==> src/rtl/spi_bus_arb.sv <==
// spi_bus_arb: sole owner of the shared AFE/EEPROM SPI bus.
// Three requesters (0 = channel gain, 1 = trigger level, 2 = EEPROM) are
// arbitrated round-robin. Each grant runs one 16-bit mode-0 frame on the
// addressed slave select and returns the MISO word to that requester.
//
// Ports:
//   clk, rst                 system clock, async active-high reset
//   req[2:0]                 request levels, sampled only while idle
//   wdata_0..2, sel_0..2     frame payload and target slave per requester
//   gnt[2:0], done[2:0]      one-cycle accept / completion pulses
//   err                      pulses with done when sel addressed no slave
//   rdata[15:0]              received word, valid from the done cycle
//   busy                     high while a frame or its trailing gap runs
//   SCLK, MOSI, MISO         SPI bus
//   ch1/ch2/ch3/trig/EEP_ss_n  active-low slave selects
//
// State   | meaning
// IDLE    | arbitrate; req sampled only here
// FRONT   | select asserted, SCLK low, MOSI = bit 15 (D clocks)
// SHIFT   | 16 SCLK pulses, ends on the 16th falling edge
// BACK    | select held, SCLK low (D clocks)
// GAP     | all selects high, busy still high (D clocks)
module spi_bus_arb #(
  parameter int SCLK_DIV = 16
) (
  input  logic        clk,
  input  logic        rst,
  input  logic [2:0]  req,
  input  logic [15:0] wdata_0,
  input  logic [15:0] wdata_1,
  input  logic [15:0] wdata_2,
  input  logic [2:0]  sel_0,
  input  logic [2:0]  sel_1,
  input  logic [2:0]  sel_2,
  output logic [2:0]  gnt,
  output logic [2:0]  done,
  output logic        err,
  output logic [15:0] rdata,
  output logic        busy,
  output logic        SCLK,
  output logic        MOSI,
  input  logic        MISO,
  output logic        ch1_ss_n,
  output logic        ch2_ss_n,
  output logic        ch3_ss_n,
  output logic        trig_ss_n,
  output logic        EEP_ss_n
);

  localparam int CW = (SCLK_DIV > 2) ? $clog2(SCLK_DIV) : 1;
  localparam logic [CW-1:0] CNT_LOAD = CW'(SCLK_DIV - 1);

  typedef enum logic [2:0] {IDLE, FRONT, SHIFT, BACK, GAP} state_t;

  state_t      state, state_d;
  logic [CW-1:0] cnt;
  logic [4:0]  hcnt;
  logic        sclk_q;
  logic [15:0] tx, rx;
  logic [2:0]  sel_q;
  logic [1:0]  owner, last;
  logic        tc, active, illegal;
  logic        win_vld;
  logic [1:0]  win, cand0, cand1, cand2;
  logic [15:0] wd_win;
  logic [2:0]  sel_win;

  function automatic logic [1:0] nxt(input logic [1:0] i);
    return (i == 2'd2) ? 2'd0 : i + 2'd1;
  endfunction

  function automatic logic [2:0] onehot(input logic [1:0] i);
    return 3'b001 << i;
  endfunction

  assign tc      = (cnt == '0);
  assign active  = (state == FRONT) || (state == SHIFT) || (state == BACK);
  assign illegal = (sel_q > 3'd4);

  // Rotated priority: the requester after the last one granted goes first.
  assign cand0 = nxt(last);
  assign cand1 = nxt(cand0);
  assign cand2 = nxt(cand1);

  always_comb begin
    win_vld = 1'b1;
    win     = cand0;
    if (req[cand0])      win = cand0;
    else if (req[cand1]) win = cand1;
    else if (req[cand2]) win = cand2;
    else                 win_vld = 1'b0;
  end

  always_comb begin
    wd_win  = wdata_0;
    sel_win = sel_0;
    case (win)
      2'd1:    begin wd_win = wdata_1; sel_win = sel_1; end
      2'd2:    begin wd_win = wdata_2; sel_win = sel_2; end
      default: ;
    endcase
  end

  always_ff @(posedge clk or posedge rst) begin
    if (rst) state <= IDLE;
    else     state <= state_d;
  end

  always_comb begin
    state_d = state;
    gnt     = 3'b000;
    case (state)
      IDLE: begin
        // gated by rst so gnt reads zero while reset is held
        if (win_vld && !rst) begin
          gnt     = onehot(win);
          state_d = FRONT;
        end
      end
      FRONT: if (tc) state_d = SHIFT;
      // the 16th fall ends SHIFT; the trailing low half-period is BACK
      SHIFT: if (tc && hcnt == 5'd30) state_d = BACK;
      BACK:  if (tc) state_d = GAP;
      GAP:   if (tc) state_d = IDLE;
      default: state_d = IDLE;
    endcase
  end

  always_ff @(posedge clk or posedge rst) begin
    if (rst) begin
      cnt    <= '0;
      hcnt   <= '0;
      sclk_q <= 1'b0;
      tx     <= '0;
      rx     <= '0;
      sel_q  <= '0;
      owner  <= '0;
      last   <= 2'd2;
      done   <= '0;
      err    <= 1'b0;
      rdata  <= '0;
    end else begin
      done <= '0;
      err  <= 1'b0;
      if (state_d != state || (state == SHIFT && tc)) cnt <= CNT_LOAD;
      else if (!tc)                                   cnt <= cnt - 1'b1;
      case (state)
        IDLE: begin
          if (win_vld) begin
            tx     <= wd_win;
            sel_q  <= sel_win;
            owner  <= win;
            last   <= win;
            hcnt   <= '0;
            sclk_q <= 1'b0;
          end
        end
        FRONT: if (tc) sclk_q <= 1'b1;
        SHIFT: begin
          // sample MISO in the first clk cycle of each SCLK-high half
          if (sclk_q && cnt == CNT_LOAD) rx <= {rx[14:0], MISO};
          if (tc) begin
            sclk_q <= ~sclk_q;
            hcnt   <= hcnt + 5'd1;
            if (sclk_q && hcnt != 5'd30) tx <= {tx[14:0], 1'b0};
          end
        end
        BACK: begin
          if (tc) begin
            done  <= onehot(owner);
            err   <= illegal;
            rdata <= illegal ? 16'h0000 : rx;
          end
        end
        default: ;
      endcase
    end
  end

  assign busy      = (state != IDLE);
  assign SCLK      = sclk_q;
  assign MOSI      = active & tx[15];
  assign ch1_ss_n  = ~(active && sel_q == 3'd0);
  assign ch2_ss_n  = ~(active && sel_q == 3'd1);
  assign ch3_ss_n  = ~(active && sel_q == 3'd2);
  assign trig_ss_n = ~(active && sel_q == 3'd3);
  assign EEP_ss_n  = ~(active && sel_q == 3'd4);

endmodule

==> config.mk <==
export PLATFORM = sky130hd
export DESIGN_NAME = spi_bus_arb
export DESIGN_NICKNAME = d
export VERILOG_FILES = /design/src/rtl/spi_bus_arb.sv
export SDC_FILE = /design/constraint.sdc
export NUM_CORES = 1
export LEC_CHECK = 0
export ABC_AREA = 1
export CORE_UTILIZATION = 50
export DETAILED_ROUTE_END_ITERATION = 12
export PLACE_DENSITY = 0.89
export SLEW_MARGIN = 20
export SYNTH_ARGS = -nofsm -noshare
export SYNTH_HDL_FRONTEND = slang
export SYNTH_SLANG_ARGS = --single-unit
==> constraint.sdc <==
create_clock -name clk -period 2.9 [get_ports clk]
set_input_delay 0.87 -clock clk [delete_from_list [all_inputs] [get_ports clk]]
set_output_delay 0.87 -clock clk [all_outputs]
set_load 0.05 [all_outputs]
Yosys cells after proc, flatten, opt, wreduce, memory -nomap -nowiden
Cells that the tools add are included.
{"block": "totals", "elab_cells": 121, "out_inout_bits": 31, "input_bits": 63, "reg_bits": 72}
{"block": "op_classes", "n_addsub": 5, "shift": 2, "reduce_logical": 26, "bitwise_logic": 7, "n_mux": 43, "n_eq_ne": 22, "magnitude_cmp": 4}
{"operator": "$mux 16", "count": 4}
{"operator": "$pmux 16 s2", "count": 2}
{"operator": "$mux 3", "count": 9}
{"operator": "$pmux 3 s5", "count": 1}
{"operator": "$eq 3x2->1 const B", "count": 4}
{"operator": "$mux 2", "count": 6}
{"operator": "$mux 1", "count": 11}
{"operator": "$logic_and 1x1->1", "count": 10}
{"operator": "$mux 5", "count": 2}
{"operator": "$pmux 5 s2", "count": 1}
{"operator": "$lt 2x3->1 const B", "count": 3}
{"operator": "$eq 2x2->1 const B", "count": 4}
{"operator": "$mux 4", "count": 2}
{"operator": "$reduce_and 4->1", "count": 2}
{"operator": "$add 2x1->2 const B", "count": 3}
{"operator": "$bmux 1 s2", "count": 3}
{"operator": "$eq 3x1->1 const B", "count": 2}
{"operator": "$eq 3x3->1 const B", "count": 2}
{"operator": "$logic_not 3->1", "count": 2}
{"operator": "$ne 2x2->1 const B", "count": 3}
{"operator": "$not 1->1", "count": 6}
{"operator": "$pmux 3 s2", "count": 1}
{"operator": "$reduce_and 2->1", "count": 3}
{"operator": "$reduce_bool 3->1", "count": 2}
{"operator": "17 further kinds", "count": 21}

Depth between registers and ports, before layout
{"block": "depth", "depth_word": 17, "ltp_mapped": 16, "mapped_depth_nobuf": 14}

Worst setup path before layout
Ideal clock, no wire load.
{"block": "synth_timing", "kind": "input to output", "start": "input port req[2]", "end": "output port gnt[2]", "arrival_time_ns": 2.557, "stages": 9, "path_slack_ns": -0.527, "required_time_ns": 2.030, "path_buffers": 1, "cell_sequence": "nand3_2 nand3_2 nor2_4 nand2_1 o211ai_1 ha_1 clkbuf_1 inv_1 nor2_1"}
{"block": "synth_between", "elab_chain_len": 8, "word_cells_on_any_way": 16, "cone_classes": "shift: 1; mux: 14; reduce/logical: 1"}
{"item": "start, declared", "line_no": "28", "rtl": "input logic [2:0] req,"}
{"item": "$bmux 1 s2", "line_no": "90", "rtl": "else if (req[cand2]) win = cand2;"}
{"item": "$mux 1 (not written as such)", "line_no": "90"}
{"item": "$mux 2", "line_no": "90"}
{"item": "$mux 2", "line_no": "89", "rtl": "else if (req[cand1]) win = cand1;"}
{"item": "$mux 2 (*)", "line_no": "88", "rtl": "if (req[cand0]) win = cand0;"}
{"item": "via win[1]", "line_no": "64", "rtl": "logic [1:0] win, cand0, cand1, cand2;"}
{"item": "$shl 1x2->3 (*)", "line_no": "73", "rtl": "return 3'b001 << i;"}
{"item": "$mux 3 (*)", "line_no": "115", "rtl": "if (win_vld && !rst) begin"}
{"item": "$mux 3 (*)", "line_no": "112", "rtl": "case (state)"}
{"item": "end, declared", "line_no": "35", "rtl": "output logic [2:0] gnt,"}
Mark *: on every way through the listed nets, which the timed path passes. The rest lies on a longest branch. The select of a mux whose other input is x is not followed.

Final worst setup path
{"block": "layout_timing", "start": "register last[1]", "end": "output port gnt[1]"}
{"block": "layout_between", "elab_chain_len": 14, "word_cells_on_any_way": 25, "cone_classes": "add/sub: 3; eq/ne: 3; shift: 1; mux: 17; reduce/logical: 1"}
{"item": "start, declared", "line_no": "61", "rtl": "logic [1:0] owner, last;"}
{"item": "start signal, assigned", "line_no": "153", "rtl": "last <= win;"}
{"item": "$add 2x1->2 or $eq 2x2->1 (tied branches)", "line_no": "69", "rtl": "return (i == 2'd2) ? 2'd0 : i + 2'd1;"}
{"item": "$mux 2 (*)", "line_no": "69"}
{"item": "$add 2x1->2 or $eq 2x2->1 (tied branches)", "line_no": "69"}
{"item": "$mux 2", "line_no": "69"}
{"item": "$add 2x1->2 or $eq 2x2->1 (tied branches)", "line_no": "69"}
{"item": "$mux 2", "line_no": "69"}
{"item": "$bmux 1 s2", "line_no": "90"}
{"item": "$mux 1 (not written as such)", "line_no": "90"}
{"item": "$mux 2", "line_no": "90"}
{"item": "$mux 2", "line_no": "89"}
{"item": "$mux 2 (*)", "line_no": "88"}
{"item": "via win[1]", "line_no": "64"}
{"item": "$shl 1x2->3 (*)", "line_no": "73"}
{"item": "$mux 3 (*)", "line_no": "115"}
{"item": "$mux 3 (*)", "line_no": "112"}
Marks and branches as above.

==> flow_metrics.tcl <==
set metrics [dict create \
    gp_congestion 0.8842 \
    relSlewSlack_pct 55.58 \
    pin_count 94 \
    fp.coreArea_sq_um 7408 \
    worst_pin_slew_ps 666.2 \
    antenna_found_initial 0 \
    synth_area_per_cell_sq_um 7.903 \
    total_power_mw 1.998 \
    cp_data_arrival_time_ps 2190 \
    wirelength_um 10360 \
    drc_errors 0 \
    vias_per_cell 5.374 \
    drtAntennaViolNets 0 \
    power_density_nw_per_um2 368.3 \
    cts.path.max_buffers 2 \
    layout_commonest_cell "nand2_1" \
    grt_max_degree 51 \
    ctsHtreeMaxLevel 3 \
    grt_pass1_vias 3718 \
    start_util_pct 52.91 \
    crit_type "flip-flop to primary output" \
    ys.flop_type "dfrtp_1" \
    setup_slack_ps -156.6 \
    die_area_sq_um 8198 \
    cts_root_buffer "clkbuf_8" \
    finalCritPeriodShare_pct 105.4 \
    worst_path_max_delay_cell "dfstp_2" \
    numClockSinks 71 \
    violations "negative setup slack" \
    synthDistinctLibCells 35 \
    port_buffers 93 \
    wl_per_cell_um 14.47 \
    grt.overflow.total 0 \
    crit_fanout 4 \
    fmax_mhz 327.2 \
    clk_pin_slew_ps 90 \
    skew_ps 13.65 \
    track_usage_pct 26.28 \
    synth_nets 566 \
    layout_common_cells "145 x nand2_1, 80 x clkdlybuf4s50_1, 69 x dfrtp_1, 57 x o21ai_0, 40 x buf_4" \
    dpl-instance-area_sq_um 5004 \
    p_leak_nw 2.480 \
    drive_gt1_share_pct 21.23 \
    grt_setup_unrepaired "yes" \
    layout.nets 682 \
    finalHoldViolCount 0 \
    floorplan.rows 31 \
    drt_iter0_markers 265 \
    vias 3848 \
    ir_worst_vdd_mv 0.2776 \
    dr.pass1.iters 5 \
    diodes 0 \
    setup_tns_ps -603.0 \
    max_cap_viol_count 0 \
    hold_class "flip-flop to flip-flop" \
    synth-seq-area-share_pct 45.36 \
    postCtsHoldBufs 0 \
    status "finished with violations" \
    dp_hpwl_um 6911 \
    cp_cell_sequence "buf_4, buf_4, nand2_1, o21ai_0, nand2_1, o211ai_1, inv_1, ha_2, inv_2, nor2_4, buf_12" \
    synthCells 496 \
    tritoncts "done" \
    finalSetupViolations 5 \
    pre_cts_slack_ps -475.7 \
    startpoint_type "flip-flop" \
    maxSlewViolCount 0 \
    syn2layout_area_growth_pct 38.37 \
    synth-edff-count 0 \
    yosys_register_bits 71 \
    synth_warnings 0 \
    grt_pass1_wl_um 17290 \
    required_ps 2030 \
    endpoint_kind "primary output" \
    die_x_um 90.55 \
    cpPeakStageDelay_ps 630 \
    clock_latency_ps 350 \
    synthArstFlopShare_pct 100.0 \
    finalInstanceArea_sq_um 5424 \
    dieHeight_um 90.55 \
    synth_area_sq_um 3920 \
    fin_crit_ps 3057 \
    cts_made_buffers 9 \
]
metal layers:
| metal | GRT usage (%) | share of wire, % | routed length, um |
|---|---|---|---|
| met5 | 0 | 0 | 0 |
| met3 | 4.545 | 4.7 | 488 |
| met4 | 9.812 | 2.7 | 280 |
| met1 | 32.34 | 41 | 4209 |
| met2 | 45.96 | 52 | 5383 |
state kept, by name (all words and copies together) (netlist names):
register  cells
rdata        16
rx           16
tx           16
hcnt          5
cnt           4
done          3
sel_q         3
state         3
owner         2
SCLK          1
err           1
last          1
area by class of cell:
type	instances	area, sq um
inverters	31	118.9
clock inverters	7	62.56
flip-flops and latches	71	1779
clock buffers	9	123.9
multi-input cells	369	1973
well taps	99	123.9
fillers	525	1984
repair buffers	130	1242
synth_stat cells (2+ instances only):
master	instances	area share (%)
a21oi_1	9	1.1
a31oi_1	4	0.64
buf_2	7	0.89
buf_4	2	0.38
buf_6	2	0.57
clkbuf_1	12	1.1
dfrtp_1	70	45
ha_1	7	2.2
inv_1	26	2.5
inv_2	5	0.48
mux2_4	2	0.77
nand2_1	149	14
nand2_2	27	4.3
nand3_1	31	4.0
nand3_2	3	0.77
nand3_4	2	0.89
nand4_1	23	3.7
nor2_1	26	2.5
nor2_2	2	0.32
nor2_4	3	0.86
nor3_1	3	0.38
o21ai_0	58	7.4
o21ai_1	7	0.89
xnor2_1	2	0.45
xor2_1	4	0.89
worst max-delay path: cells and delay by family, from the launching register on:
| kind | cells | cell delay, ps |
|---|---|---|
| flip-flops | 1 | 630 |
| buffers and inverters | 5 | 590 |
| AO/OA/AOI/OAI | 2 | 230 |
| adder cells (fa/ha/maj) | 1 | 210 |
| AND/OR/NAND/NOR | 3 | 190 |
where the power goes:
part           switching, mW  internal (mW)  total [mW]
Combinational          0.109          0.137       0.245
Clock                  0.432          0.328       0.760
Sequential           0.00133          0.991       0.992
Total                  0.542           1.46        2.00
cells by family (layout without fill, tap and decap cells):
logic type                 after synthesis  after routing  synth area share (%)
buffers and inverters                   56            177                 6.575
muxes                                    2              2                0.7661
adders and majority gates                7              7                 2.234
and+or+nand+nor                        274            274                 32.97
DFF                                     71             71                 45.36
xor gates and xnor gates                 6              6                 1.341
AOI/OAI and AO/OA                       80             80                 10.76
per-stage QoR:
stage,utilization (%),cells,hold WS (ps)
after floorplan,-,496,433.9
after global placement,67.54,678,451.6
after detailed placement,67.54,678,451.8
after CTS,72.03,710,472.4
after global routing,73.21,716,494.5
final,73.21,716,475.8
path summary, 6_finish.rpt:
kind | start | end | slack (ps) | cells after the start
max | last[1] | gnt[1] | -160 | 11
min | tx[15] | tx[15] | 480 | 2
max reg2reg | last[1] | owner[1] | -90 | 21
min reg2reg | tx[15] | tx[15] | 480 | 2
max in group asynchronous | rst | last[1] | 1710 | 3
min in group asynchronous | rst | sel_q[0] | 920 | 3
timing repair:
item | in CTS | in global routing
pin swaps | 6 | 9
gates resized for setup | 24 | 12
setup endpoints to repair | 3 | 6
buffers inserted | 16 | 7
No activity file was read; power rests on OpenSTA's default activity.
